==> src/rtl/rv32i_pkg.sv <==
// Shared RV32I encodings: opcodes, immediate formats, datapath mux codes,
// instruction classes and the control FSM state encoding.
package rv32i_pkg;

  localparam logic [6:0] OP     = 7'b0110011;
  localparam logic [6:0] OP_IMM = 7'b0010011;
  localparam logic [6:0] LOAD   = 7'b0000011;
  localparam logic [6:0] STORE  = 7'b0100011;
  localparam logic [6:0] BRANCH = 7'b1100011;
  localparam logic [6:0] JAL    = 7'b1101111;
  localparam logic [6:0] JALR   = 7'b1100111;
  localparam logic [6:0] LUI    = 7'b0110111;
  localparam logic [6:0] AUIPC  = 7'b0010111;
  localparam logic [6:0] FENCE  = 7'b0001111;
  localparam logic [6:0] SYSTEM = 7'b1110011;

  // Immediate format select, shared with imm_gen.
  localparam logic [2:0] IMM_I = 3'd0;
  localparam logic [2:0] IMM_S = 3'd1;
  localparam logic [2:0] IMM_B = 3'd2;
  localparam logic [2:0] IMM_U = 3'd3;
  localparam logic [2:0] IMM_J = 3'd4;

  localparam logic [1:0] PC_PLUS4 = 2'd0;
  localparam logic [1:0] PC_IMM   = 2'd1;
  localparam logic [1:0] PC_ALU   = 2'd2;

  localparam logic [1:0] WB_ALU = 2'd0;
  localparam logic [1:0] WB_MEM = 2'd1;
  localparam logic [1:0] WB_PC4 = 2'd2;
  localparam logic [1:0] WB_IMM = 2'd3;

  localparam logic [1:0] ALU_ADD  = 2'd0;
  localparam logic [1:0] ALU_FUNC = 2'd1;
  localparam logic [1:0] ALU_CMP  = 2'd2;

  typedef enum logic [2:0] {
    S_IDLE,
    S_FETCH,
    S_DECODE,
    S_EXEC,
    S_MEM,
    S_WB,
    S_HALT
  } state_t;

  typedef enum logic [3:0] {
    CL_OP,
    CL_OP_IMM,
    CL_LOAD,
    CL_STORE,
    CL_BRANCH,
    CL_JAL,
    CL_JALR,
    CL_LUI,
    CL_AUIPC,
    CL_FENCE,
    CL_SYSTEM,
    CL_ILLEGAL
  } iclass_t;

endpackage

==> src/rtl/opcode_decode.sv <==
// Combinational opcode classifier: instruction class, immediate format and
// illegal flag from the 7-bit major opcode.
module opcode_decode
  import rv32i_pkg::*;
(
  input  logic [6:0] opcode,
  output iclass_t    iclass,
  output logic [2:0] imm_sel,
  output logic       illegal
);

  always_comb begin
    iclass  = CL_ILLEGAL;
    imm_sel = IMM_I;
    illegal = 1'b0;
    case (opcode)
      OP:      iclass = CL_OP;
      OP_IMM:  iclass = CL_OP_IMM;
      LOAD:    iclass = CL_LOAD;
      STORE: begin
        iclass  = CL_STORE;
        imm_sel = IMM_S;
      end
      BRANCH: begin
        iclass  = CL_BRANCH;
        imm_sel = IMM_B;
      end
      JAL: begin
        iclass  = CL_JAL;
        imm_sel = IMM_J;
      end
      JALR:    iclass = CL_JALR;
      LUI: begin
        iclass  = CL_LUI;
        imm_sel = IMM_U;
      end
      AUIPC: begin
        iclass  = CL_AUIPC;
        imm_sel = IMM_U;
      end
      FENCE:   iclass = CL_FENCE;
      SYSTEM:  iclass = CL_SYSTEM;
      default: illegal = 1'b1;
    endcase
  end

endmodule

==> src/rtl/ctrl_fsm.sv <==
// Multi-cycle RV32I control FSM: fetch/decode/execute/memory/writeback over a
// single-port memory, driving all datapath enables and mux selects.
module ctrl_fsm
  import rv32i_pkg::*;
#(
  parameter int RESET_WAIT = 1
) (
  input  logic        clk,
  input  logic        rst_n,
  input  logic [31:0] instr_in,
  input  logic        mem_ready,
  input  logic        branch_taken,
  output logic        ir_we,
  output logic        pc_we,
  output logic [1:0]  pc_src,
  output logic        rf_we,
  output logic [1:0]  wb_sel,
  output logic        alu_a_sel,
  output logic        alu_b_sel,
  output logic [1:0]  alu_mode,
  output logic [2:0]  imm_sel,
  output logic        mem_req,
  output logic        mem_we,
  output logic        mem_addr_sel,
  output logic        illegal,
  output logic        halted
);

  localparam logic [3:0] WAIT_LAST = 4'(RESET_WAIT - 1);

  state_t      state_reg, state_next;
  logic [3:0]  wait_cnt_reg, wait_cnt_next;
  logic        illegal_reg, illegal_next;
  logic        halted_reg, halted_next;

  iclass_t     dec_class;
  logic [2:0]  dec_imm_sel;
  logic        dec_illegal;
  logic        rd_zero;
  logic        unused_instr_bits;

  opcode_decode u_decode (
    .opcode  (instr_in[6:0]),
    .iclass  (dec_class),
    .imm_sel (dec_imm_sel),
    .illegal (dec_illegal)
  );

  assign rd_zero           = (instr_in[11:7] == 5'd0);
  assign unused_instr_bits = ^instr_in[31:12];
  assign illegal           = illegal_reg;
  assign halted            = halted_reg;

  always_ff @(posedge clk or negedge rst_n) begin
    if (!rst_n) begin
      state_reg    <= S_IDLE;
      wait_cnt_reg <= 4'd0;
      illegal_reg  <= 1'b0;
      halted_reg   <= 1'b0;
    end else begin
      state_reg    <= state_next;
      wait_cnt_reg <= wait_cnt_next;
      illegal_reg  <= illegal_next;
      halted_reg   <= halted_next;
    end
  end

  always_comb begin
    state_next    = state_reg;
    wait_cnt_next = wait_cnt_reg;
    illegal_next  = illegal_reg;
    halted_next   = halted_reg;
    ir_we         = 1'b0;
    pc_we         = 1'b0;
    pc_src        = PC_PLUS4;
    rf_we         = 1'b0;
    wb_sel        = WB_ALU;
    alu_a_sel     = 1'b0;
    alu_b_sel     = 1'b0;
    alu_mode      = ALU_ADD;
    imm_sel       = IMM_I;
    mem_req       = 1'b0;
    mem_we        = 1'b0;
    mem_addr_sel  = 1'b0;

    // imm_gen sees the decoded format for as long as IR holds the instruction.
    if (state_reg inside {S_DECODE, S_EXEC, S_MEM, S_WB})
      imm_sel = dec_imm_sel;

    case (state_reg)
      S_IDLE: begin
        if (wait_cnt_reg == WAIT_LAST) begin
          wait_cnt_next = 4'd0;
          state_next    = S_FETCH;
        end else begin
          wait_cnt_next = wait_cnt_reg + 4'd1;
        end
      end

      S_FETCH: begin
        mem_req = 1'b1;
        ir_we   = mem_ready;
        if (mem_ready)
          state_next = S_DECODE;
      end

      S_DECODE: begin
        if (dec_illegal) begin
          illegal_next = 1'b1;
          halted_next  = 1'b1;
          state_next   = S_HALT;
        end else if (dec_class == CL_SYSTEM) begin
          halted_next  = 1'b1;
          state_next   = S_HALT;
        end else begin
          state_next   = S_EXEC;
        end
      end

      S_EXEC: begin
        case (dec_class)
          CL_OP: begin
            alu_mode   = ALU_FUNC;
            state_next = S_WB;
          end
          CL_OP_IMM: begin
            alu_mode   = ALU_FUNC;
            alu_b_sel  = 1'b1;
            state_next = S_WB;
          end
          CL_LOAD, CL_STORE: begin
            alu_b_sel  = 1'b1;
            state_next = S_MEM;
          end
          CL_BRANCH: begin
            alu_mode   = ALU_CMP;
            pc_we      = 1'b1;
            pc_src     = branch_taken ? PC_IMM : PC_PLUS4;
            state_next = S_FETCH;
          end
          CL_JAL: begin
            pc_src     = PC_IMM;
            state_next = S_WB;
          end
          CL_JALR: begin
            alu_b_sel  = 1'b1;
            pc_src     = PC_ALU;
            state_next = S_WB;
          end
          CL_LUI:   state_next = S_WB;
          CL_AUIPC: begin
            alu_a_sel  = 1'b1;
            alu_b_sel  = 1'b1;
            state_next = S_WB;
          end
          CL_FENCE: begin
            pc_we      = 1'b1;
            state_next = S_FETCH;
          end
          default: begin
            halted_next = 1'b1;
            state_next  = S_HALT;
          end
        endcase
      end

      S_MEM: begin
        mem_req      = 1'b1;
        mem_addr_sel = 1'b1;
        mem_we       = (dec_class == CL_STORE);
        if (mem_ready) begin
          if (dec_class == CL_STORE) begin
            pc_we      = 1'b1;
            state_next = S_FETCH;
          end else begin
            state_next = S_WB;
          end
        end
      end

      S_WB: begin
        pc_we      = 1'b1;
        rf_we      = !rd_zero;
        state_next = S_FETCH;
        case (dec_class)
          CL_LOAD: wb_sel = WB_MEM;
          CL_JAL: begin
            wb_sel = WB_PC4;
            pc_src = PC_IMM;
          end
          CL_JALR: begin
            wb_sel = WB_PC4;
            pc_src = PC_ALU;
          end
          CL_LUI:  wb_sel = WB_IMM;
          default: wb_sel = WB_ALU;
        endcase
      end

      S_HALT: state_next = S_HALT;

      default: state_next = S_IDLE;
    endcase
  end

endmodule
==> config.mk <==
export PLATFORM = sky130hd
export DESIGN_NAME = ctrl_fsm
export DESIGN_NICKNAME = d
export VERILOG_FILES = /design/src/rtl/rv32i_pkg.sv /design/src/rtl/opcode_decode.sv /design/src/rtl/ctrl_fsm.sv
export SDC_FILE = /design/constraint.sdc
export NUM_CORES = 1
export LEC_CHECK = 0
export ABC_AREA = 1
export CAP_MARGIN = 10
export CORE_MARGIN = 5
export CORE_UTILIZATION = 34
export CTS_CLUSTER_DIAMETER = 150
export DETAILED_ROUTE_END_ITERATION = 10
export GPL_TIMING_DRIVEN = 1
export MAX_ROUTING_LAYER = met4
export PLACE_DENSITY = 0.87
export SLEW_MARGIN = 20
export SYNTH_ARGS = -nofsm -noshare
export SYNTH_HDL_FRONTEND = slang
export SYNTH_SLANG_ARGS = --single-unit
export TNS_END_PERCENT = 1
==> constraint.sdc <==
create_clock -name clk -period 1.46 [get_ports clk]
set_clock_uncertainty 0.15 [all_clocks]
set_input_delay 0.219 -clock clk [delete_from_list [all_inputs] [get_ports clk]]
set_output_delay 0.219 -clock clk [all_outputs]
set_load 0.05 [all_outputs]
### Yosys cells after proc, flatten, opt, wreduce, memory -nomap -nowiden

Cells that the tools add are included.
W data, S select, Z words.

* register bits after elaboration: 9
* bits in latches: 0
* RAM bits: 0
* ROM bits: 0
* input port bits: 36
* output and inout bits: 19
* logic and storage cells: 95
* memories kept: 0

* $add $sub $neg: 1
* $mul: 0
* divide/modulo/power cells: 0
* order comparisons: 0
* eq/ne operators: 32
* shift-type cells: 0
* multiplexer cells: 37
* bitwise operators: 1
* reductions and logical operators: 20

Operator list (number)
* $pmux W4 S11: 1
* $eq A7 B7 Y1 const B: 4
* $eq A7 B6 Y1 const B: 3
* $mux W3: 7
* $pmux W3 S7: 1
* $eq A4 B3 Y1 const B: 4
* $mux W1: 16
* $eq A7 B5 Y1 const B: 2
* $eq A4 B4 Y1 const B: 3
* $pmux W2 S2: 3
* $pmux W2 S3: 2
* $pmux W3 S4: 1
* $reduce_or A2 Y1: 6
* $reduce_or A11 Y1: 1
* $reduce_or A10 Y1: 1
* $eq A3 B3 Y1 const B: 3
* $pmux W3 S3: 1
* $eq A4 B2 Y1 const B: 2
* $logic_not A4 Y1: 2
* $ne A2 B2 Y1 const B: 4
* $eq A7 B2 Y1 const B: 1
* $eq A7 B4 Y1 const B: 1
* $eq A3 B2 Y1 const B: 2
* $reduce_and A3 Y1: 2
* 17 further kinds: 18

### Depth between registers and ports, before layout

Gate-level depths: netlist of the first run.

* depth after elaboration: 6
* gate-level depth with buffers: 12
* gate-level depth less buffers: 12

### Modules after synthesis

Synthesis of the first run repeated with hierarchy kept, for this count alone.

* cells, all modules: 186
* area total of the unflattened synthesis: 1043.5 um^2

Modules (own cells, without submodules)
* ctrl_fsm: instances 1, cells an instance 123, area each 768.2 um^2, sequential area each 225.2 um^2
* opcode_decode: instances 1, cells an instance 63, area each 275.3 um^2, sequential area each 0.0 um^2

### Worst setup path before layout of the first run

No wires, ideal clock.

* path kind: flip-flop to output port
* start: register state_reg[1]
* end: output port alu_a_sel
* arrival time: 2.312 ns
* data required time: 1.091 ns
* setup slack: -1.221 ns
* cell stages (with the launch flop): 5
* buffers on the path: 0
* cells stage by stage: dfrtp_1 > inv_2 > nor3_4 > inv_1 > nor4_1

* word-level cells in the longest chain between the ends: 2

Ends and longest elaborated chain
* start, declared: line ctrl_fsm.sv:31 `state_t state_reg, state_next;`
* start signal, assigned: line ctrl_fsm.sv:61 `state_reg <= state_next;`
* $eq A3 B2 Y1: line ctrl_fsm.sv:90 `case (state_reg)`
* $mux W1: line ctrl_fsm.sv:90
* end, declared: line ctrl_fsm.sv:18 `output logic alu_a_sel,`

Every way passes these cells.

### Worst setup path after layout of the first run

* start: register state_reg[1]
* end: output port imm_sel[1]

* word-level cells in the longest chain between the ends: 3

Ends and longest elaborated chain
* $eq A3 B2 Y1 / $eq A3 B3 Y1 (equally long branches): line ctrl_fsm.sv:87 `if (state_reg inside {S_DECODE, S_EXEC, S_MEM, S_WB})`
* $reduce_bool A4 Y1 (*): line ctrl_fsm.sv:87
* $mux W3 (*): line ctrl_fsm.sv:87
* end, declared: line ctrl_fsm.sv:21 `output logic [2:0] imm_sel,`

Every way passes the cells marked *; elsewhere a longest branch is shown, timed or not.

==> flow_summary.toml, run 1 <==
[timing]
finalSetupViolations = 24
slew_violations = 0
timing.slew.headroom_pct = 72.1
whs_ps = 101
grt_setup_unrepaired = "true"
min_period_ps = 2030
period_share_pct = 139
final_hold_viol_count = 0
timing.fmax_mhz = 492
setup_ws_ps = -571
tns_ps = -8720
tightest_slew_ps = 418

[routing]
drt_iter0_markers = 124
post-route-drc-count = 0
via_per_inst = 5.25
ant_nets = 0
wire_per_inst_um = 15.5
firstDrtPassIters = 4
drt-total-wl_um = 4540
vias = 1538

[worst_setup_path]
path_buf_inv = 4
critical_path.max_fanout = 4
cp_top_family = "buffers and inverters"
crit_top_cell = "inv_1"
crit_chain = "buf_4, nor2_1, nor3_2, inv_1, o21ai_0, inv_1, buf_12"
max_stage_delay_ps = 440
end_kind = "output pin"
worst_ep_arrival_time_ps = 1660
rrSetupSlack_ps = -200
setup.worst_path.class = "reg2out"
cp_slowest_cell = "dfrtp_1"
required_ps = 1090
start_kind = "register"

[die]
die_area_um2 = 4010
die_w_um = 63.3
coreArea_um2 = 2730
fp-row-count = 19
initial_core_util_pct = 35.4
ios = 55
fp.dieH_um = 63.3

[pwr]
p_per_area_nw_per_um2 = 1080
p_switching_mw = 1.16
vdd_drop_max_uv = 2000
p_comb_share_pct = 76.9
p_clk_share_pct = 8.1
p_int_mw = 1.24
swShare_pct = 48.3
pwr-share-seq_pct = 15.0
power_leakage_nw = 1.11
power_mw = 2.39

[flow_run]
drv_cap = 0

[grt]
grt_pass1_vias = 1560
grt_pass1_wl_um = 7200
antenna_found_initial = 0
gr-usage-met2_pct = 37.8
busiest_layer = "met2"
overflow = 0
grt_max_degree = 10
grtUsageMet1_pct = 26.6
grt_util_met3_pct = 5.33
track_usage_pct = 22.8

[clock_tree]
clock_path_buffers = 2
root_buffer = "clkbuf_4"
hold_buffers = 0
cts_max_level = 1
numCtsBuffers = 3
cts_tree = "done"
insertion_delay_ps = 260
cts.clk_slew.worst_paths_ps = 60
clkSinkCount = 9

[cells_and_area]
final_layout_size_suffix_gt1_share_pct = 58.4
diodes = 0
largest_register_ffs = 4
syn_to_final_growth_pct = 130
fin_area_um2 = 2220
fillers = 143
final_nets = 301

[worst_hold_path]
hold_path.class = "in2async"

[placement]
placed_area_um2 = 1930
io_buffers = 34
globalplace.congestion = 0.950
dp_hpwl_um = 2690

[synthesis]
syn_area_um2 = 967
ys_ff_latch = 9
synthesis.nets = 206
yosysUniqueCellTypes = 25
avgSynthCellArea_um2 = 5.76
synth_seq_area_share_pct = 23.3
ys_warn_count = 0
synthCells = 168

[run_status]
violations = "setup timing"
status = "complete, but fails checks"
metal layers:
metal  vias up  wire length [um]  share of wire [%]
li1        713                 -                  -
met1       715              1830                 40
met2        85              2200                 48
met3        25               331                7.3
met4         0               173                3.8
met5         -                 0                  0
worst reg2reg max path, stage by stage, from the launching register on:
cell     delay [ps]
dfrtp_1         400
inv_2            80
nor3_4          260
inv_2           120
nor2_1          190
buf_4           140
nor2_1           30
nand3_1          90
nand2_1          60
nand2_1          70
logic make-up after synthesis:
logic type | Yosys count | share of synthesized area, %
compound gates | 18 | 10.6
xor+xnor | 2 | 1.81
fa+ha+maj | 2 | 2.59
buf+inv | 33 | 12.8
flops | 9 | 23.3
simple gates | 104 | 48.9
stage by stage:
| stage | util (%) | setup slack [ps] | cells |
|---|---|---|---|
| 2_1_floorplan | - | -377 | 168 |
| 3_3_place_gp | 70.5 | -831 | 275 |
| 3_5_place_dp | 70.5 | -883 | 275 |
| 4_1_cts | 78.2 | -479 | 290 |
| 5_1_grt | 81.3 | -652 | 293 |
| 6_report | 81.3 | -571 | 293 |
layout make-up:
cell class,instances,area (um2),share of cell area [%]
clock buffer,4,26.3,1.18
tap,31,38.8,1.74
inverter,33,126,5.68
sequential,9,225,10.1
multi-input combinational,126,861,38.7
timing repair buffer,90,946,42.5
final timing paths:
path | startpoint | end | depth (start not counted)
setup reg to reg | state_reg[0]$_DFFE_PN0P_ | state_reg[0]$_DFFE_PN0P_ | 9
hold reg to reg | wait_cnt_reg[3]$_DFFE_PN0N_ | wait_cnt_reg[3]$_DFFE_PN0N_ | 1
hold / removal | rst_n | halted$_DFFE_PN0P_ | 1
setup / recovery | state_reg[1]$_DFFE_PN0P_ | imm_sel[1] | 7
max in group asynchronous | rst_n | state_reg[0]$_DFFE_PN0P_ | 1
min in group clk | wait_cnt_reg[3]$_DFFE_PN0N_ | wait_cnt_reg[3]$_DFFE_PN0N_ | 1
cell usage in the layout, fill, tap and decap left out, drive strengths merged, types with 2 or more instances in the layout:
cell type      instances
buf                   79
a21oi                  6
ha                     2
nand4                  2
xnor2                  2
nor3                   6
nand3                  9
dfrtp                  9
clkdlybuf4s15          3
inv                   33
clkbuf                 4
nand2                 49
o21ai                  8
clkdlybuf4s50          8
nor2                  35
synthesized netlist by cell type:
master	instances	area (um2)
nand2_4	1	11.3
o22ai_1	1	6.26
a21oi_2	1	8.76
nand3_1	9	45.0
nor2_2	8	50.1
nand4_1	2	12.5
inv_2	2	7.51
xnor2_1	2	17.5
a31oi_1	1	6.26
o21ai_0	8	40.0
nor3_2	1	10.0
a31o_2	1	8.76
nand2_2	2	12.5
a21oi_1	5	25.0
ha_1	2	25.0
nand2_1	46	173
nor3_1	4	20.0
inv_1	31	116
nand3b_1	1	7.51
dfrtp_1	9	225
nor3_4	1	16.3
nor2_1	27	101
or4_1	1	7.51
o31ai_1	1	7.51
nor4_1	1	6.26
power by group through the flow:
stage                     Combinational (mW)  Sequential, mW  Clock (mW)
after detailed placement                1.49           0.347           0
after global routing                    1.95           0.362       0.215
after global placement                  1.47           0.345           0
after floorplan                        0.692           0.365           0
after CTS                               1.64           0.348       0.184
final                                   1.84           0.358       0.194
what timing repair did:
action,4_1_cts,5_1_grt
setup endpoints to repair,25,25
gates resized for setup,71,19
cloned,0,0
setup buffers,11,3
pin swaps,16,4
hold endpoints to repair,0,0
(Power assumes the default switching activity.)
==> inputs of run 2 (changes only) <==
- HOLD_SLACK_MARGIN: default -> 0.05
- MAX_ROUTING_LAYER: met4 -> default
==> run 2 against run 1 <==
The run still ends with setup timing left; design area is 2.2% lower; total power is 1.0% lower; worst setup slack worse by 34 ps; sequential share of layout area is 0.28 points higher.
==> flow_summary.toml, run 2 (synthesis results as in run 1) <==
[pwr]
p_per_area_nw_per_um2 = 1090
vdd_drop_max_uv = 1950
power_leakage_nw = 1.07

[cells_and_area]
fin_cells = 286
diodes = 0
fin_util_pct = 79.5
final_nets = 294
final_common_cell = "buf_4"
largest_register_ffs = 4
syn_to_final_growth_pct = 125
final_layout_size_suffix_gt1_share_pct = 56.9
final_cell_mix = "48 x buf_4, 30 x nand2_1, 22 x inv_1"

[timing]
slew_violations = 0
period_share_pct = 141
finalSetupViolations = 21
setup_ws_ps = -604
timing.slew.headroom_pct = 73.1
tightest_slew_ps = 402
final_hold_viol_count = 0
grt_setup_unrepaired = "true"
min_period_ps = 2060
timing.fmax_mhz = 484

[worst_setup_path]
crit_top_cell = "inv_1"
crit_chain = "inv_1, nor2_1, nor3_2, inv_1, o21ai_0, inv_1, buf_12"
setup.worst_path.class = "reg2out"
max_stage_delay_ps = 450
required_ps = 1090
cp_slowest_cell = "dfrtp_2"
worst_ep_arrival_time_ps = 1700
end_kind = "output pin"
path_buf_inv = 4
cp_top_family = "buffers and inverters"
start_kind = "register"
critical_path.max_fanout = 4

[clock_tree]
clock_path_buffers = 2
hold_buffers = 0
numCtsBuffers = 3
cts_tree = "done"
cts_max_level = 1
cts.clk_slew.worst_paths_ps = 60
clkSinkCount = 9
insertion_delay_ps = 260
root_buffer = "clkbuf_4"

[die]
fp.dieH_um = 63.3
coreArea_um2 = 2730
die_area_um2 = 4010
initial_core_util_pct = 35.4
ios = 55
fp-row-count = 19
die_w_um = 63.3

[grt]
grt_max_degree = 10
track_usage_pct = 22.7
grt_pass1_vias = 1552
grt_pass1_wl_um = 7320
overflow = 0
antenna_found_initial = 0

[placement]
io_buffers = 34
globalplace.congestion = 0.935
dp.cells = 275
dp_hpwl_um = 2920

[routing]
drt_iter0_markers = 113
ant_nets = 0
via_per_inst = 5.44
drt-total-wl_um = 4510
firstDrtPassIters = 5
wire_per_inst_um = 15.8
vias = 1555
post-route-drc-count = 0

[run_status]
violations = "setup timing"
status = "complete, but fails checks"

[flow_run]
drv_cap = 0

[worst_hold_path]
hold_path.class = "in2async"
==> run 2: worst paths after layout <==
| check | start | to | slack, ps | cells past startpoint |
|---|---|---|---|---|
| max | state_reg[2]$_DFFE_PN0P_ | imm_sel[1] | -600 | 7 |
| max reg2reg | state_reg[2]$_DFFE_PN0P_ | state_reg[0]$_DFFE_PN0P_ | -190 | 8 |
| min | rst_n | halted$_DFFE_PN0P_ | 100 | 1 |
| min in group clk | wait_cnt_reg[3]$_DFFE_PN0N_ | wait_cnt_reg[3]$_DFFE_PN0N_ | 350 | 1 |
| min reg2reg | wait_cnt_reg[3]$_DFFE_PN0N_ | wait_cnt_reg[3]$_DFFE_PN0N_ | 350 | 1 |
| max in group asynchronous | rst_n | state_reg[2]$_DFFE_PN0P_ | 750 | 1 |
==> run 2: layout make-up <==
class | count | area, um2
repair buffers | 83 | 892
multi-input cells | 126 | 862
fillers | 152 | 559
flip-flops and latches | 9 | 226
inverters | 33 | 129
well taps | 31 | 38.8
clock buffers | 4 | 26.3
==> run 2: through the flow <==
stage	power, mW	hold slack [ps]	setup WS (ps)	area, um2	setup TNS (ps)
floorplan	1.06	-227	-377	1040	-4280
global placement	1.83	310	-828	1930	-11080
detailed placement	1.87	319	-891	1930	-11920
CTS	2.22	103	-513	2140	-7240
global route	2.52	121	-712	2170	-10390
finish	2.37	98.3	-604	2170	-8650
==> run 2: metal layers <==
| metal | up-vias | GRT usage [%] | share of wire (%) |
|---|---|---|---|
| li1 | 703 | - | - |
| met2 | 84 | 40.1 | 51 |
| met4 | 0 | 8.83 | 4.0 |
| met3 | 24 | 5.51 | 8.0 |
| met1 | 744 | 25.8 | 37 |
| met5 | - | 0 | 0 |
==> run 2: report_power, final <==
group	leakage, nW	internal, mW	switching [mW]
registers	0.109	0.297	0.0569
clock network	0.0150	0.105	0.0870
logic	0.946	0.807	1.01
total	1.07	1.21	1.16
==> run 2: worst register-to-register path: cells and delay by family (launching register included) <==
family	cells	cell delay, ps
simple gates	6	730
flops	1	450
buf+inv	2	280
==> run 2: what timing repair did <==
item | CTS | global route
endpoints found under the hold margin | 0 | 0
resized for setup | 74 | 14
endpoints found under the setup margin | 25 | 25
pin swaps | 15 | 3
buffers inserted | 7 | 0
==> inputs of run 3 (changes only) <==
- SKIP_LAST_GASP: default -> 1
==> run 3 against run 2 <==
The flow still finishes with violations (setup timing); core utilization fell by 0.96 points; die area did not move; total power fell by 4.6%; largest power group unchanged; highest routed layer unchanged.
==> flow_summary.toml, run 3 (synthesis results as in run 1) <==
[timing]
setup_ws_ps = -571
min_period_ps = 2030
slew_violations = 0
tightest_slew_ps = 435
final_hold_viol_count = 0
grt_setup_unrepaired = "true"
timing.slew.headroom_pct = 70.7
finalSetupViolations = 24
timing.fmax_mhz = 492
whs_ps = 96.3
period_share_pct = 139
tns_ps = -9050

[worst_setup_path]
critical_path.max_fanout = 4
setup.worst_path.class = "in2out"
worst_ep_arrival_time_ps = 1660
end_kind = "output pin"
required_ps = 1090
start_kind = "input port"

[cells_and_area]
multiInputGateArea_um2 = 837
regArea_um2 = 225
syn_to_final_growth_pct = 122
final_layout_size_suffix_gt1_share_pct = 55.8
fillers = 141
final_nets = 297
fin_util_pct = 78.6
fin_cells = 289
final_cell_mix = "52 x buf_4, 29 x nand2_1, 25 x inv_1"
diodes = 0
final_common_cell = "buf_4"
largest_register_ffs = 4

[clock_tree]
root_buffer = "clkbuf_4"
clkSinkCount = 9
clock_path_buffers = 2
numCtsBuffers = 3
cts_max_level = 1
hold_buffers = 0
cts.clk_slew.worst_paths_ps = 60
cts_tree = "done"
insertion_delay_ps = 260

[die]
coreArea_um2 = 2730
die_area_um2 = 4010
fp-row-count = 19
ios = 55
initial_core_util_pct = 35.4
fp.dieH_um = 63.3
die_w_um = 63.3

[routing]
ant_nets = 0
post-route-drc-count = 0
via_per_inst = 5.38
drt_iter0_markers = 139
wire_per_inst_um = 15.6
vias = 1556
drt-total-wl_um = 4510
firstDrtPassIters = 4

[run_status]
status = "complete, but fails checks"
violations = "setup timing"

[grt]
grt_pass1_wl_um = 6900
overflow = 0
antenna_found_initial = 0
grt_max_degree = 10
grt_pass1_vias = 1533
track_usage_pct = 21.1

[flow_run]
drv_cap = 0

[placement]
globalplace.congestion = 0.935
place_ws_ps = -891
io_buffers = 34
dp_hpwl_um = 2920
dp.cells = 275

[pwr]
vdd_drop_max_uv = 1860
power_leakage_nw = 1.08
p_per_area_nw_per_um2 = 1050

[worst_hold_path]
hold_path.class = "in2async"
## run 3: cell count changes in the layout (fill, tap and decap cells not counted), sizes merged
cell and delta:
buf +3, clkbuf +3, clkdlybuf4s15 -3
## run 3: metrics by stage
stage,area [um2],power (mW)
detailed placement,1930,1.87
CTS,2090,2.12
global placement,1930,1.83
global route,2150,2.39
finish,2150,2.26
floorplan,1040,1.06
## run 3: worst max-delay path, stage by stage
cell             delay [ps]
clkdlybuf4s15_2         220
nor2_2                  120
nand2_2                 110
nor2_2                  150
inv_1                    90
nand3_1                 110
nor2_1                   80
nand2_1                 110
nand3_4                  80
nor3_4                  210
buf_12                  160
## run 3: final timing paths
path,cells past startpoint,to,slack (ps),from
max,11,mem_we,-570,instr_in[2]
min,1,wait_cnt_reg[2]$_DFFE_PN0N_,100,rst_n
max reg2reg,9,state_reg[2]$_DFFE_PN0P_,-210,state_reg[1]$_DFFE_PN0P_
min reg2reg,1,wait_cnt_reg[3]$_DFFE_PN0N_,330,wait_cnt_reg[3]$_DFFE_PN0N_
max in group asynchronous,1,wait_cnt_reg[1]$_DFFE_PN0N_,790,rst_n
min in group clk,1,wait_cnt_reg[3]$_DFFE_PN0N_,330,wait_cnt_reg[3]$_DFFE_PN0N_
## run 3: final cells by class
cell class              instances  area share (%)
well taps                      31            1.81
flip-flops and latches          9            10.5
inverters                      33            5.88
clock buffers                   4            1.22
multi-input cells             126            39.0
repair buffers                 86            41.6
## run 3: routing by layer
layer | part of all wire [%] | GRT usage, %
met1 | 37 | 24.8
met2 | 50 | 36.8
met3 | 8.7 | 4.09
met4 | 4.6 | 8.57
met5 | 0 | 0
## run 3: report_power, final
part	switching (mW)	internal (mW)	leakage [nW]
clock network	0.0854	0.105	0.0150
logic	0.929	0.782	0.958
registers	0.0607	0.295	0.110
## run 3: repair_timing
action                     4_1_cts  5_1_grt
setup buffers                    7        3
gates resized for setup         52       25
pin swaps                       14       14
setup endpoints to repair       25       25
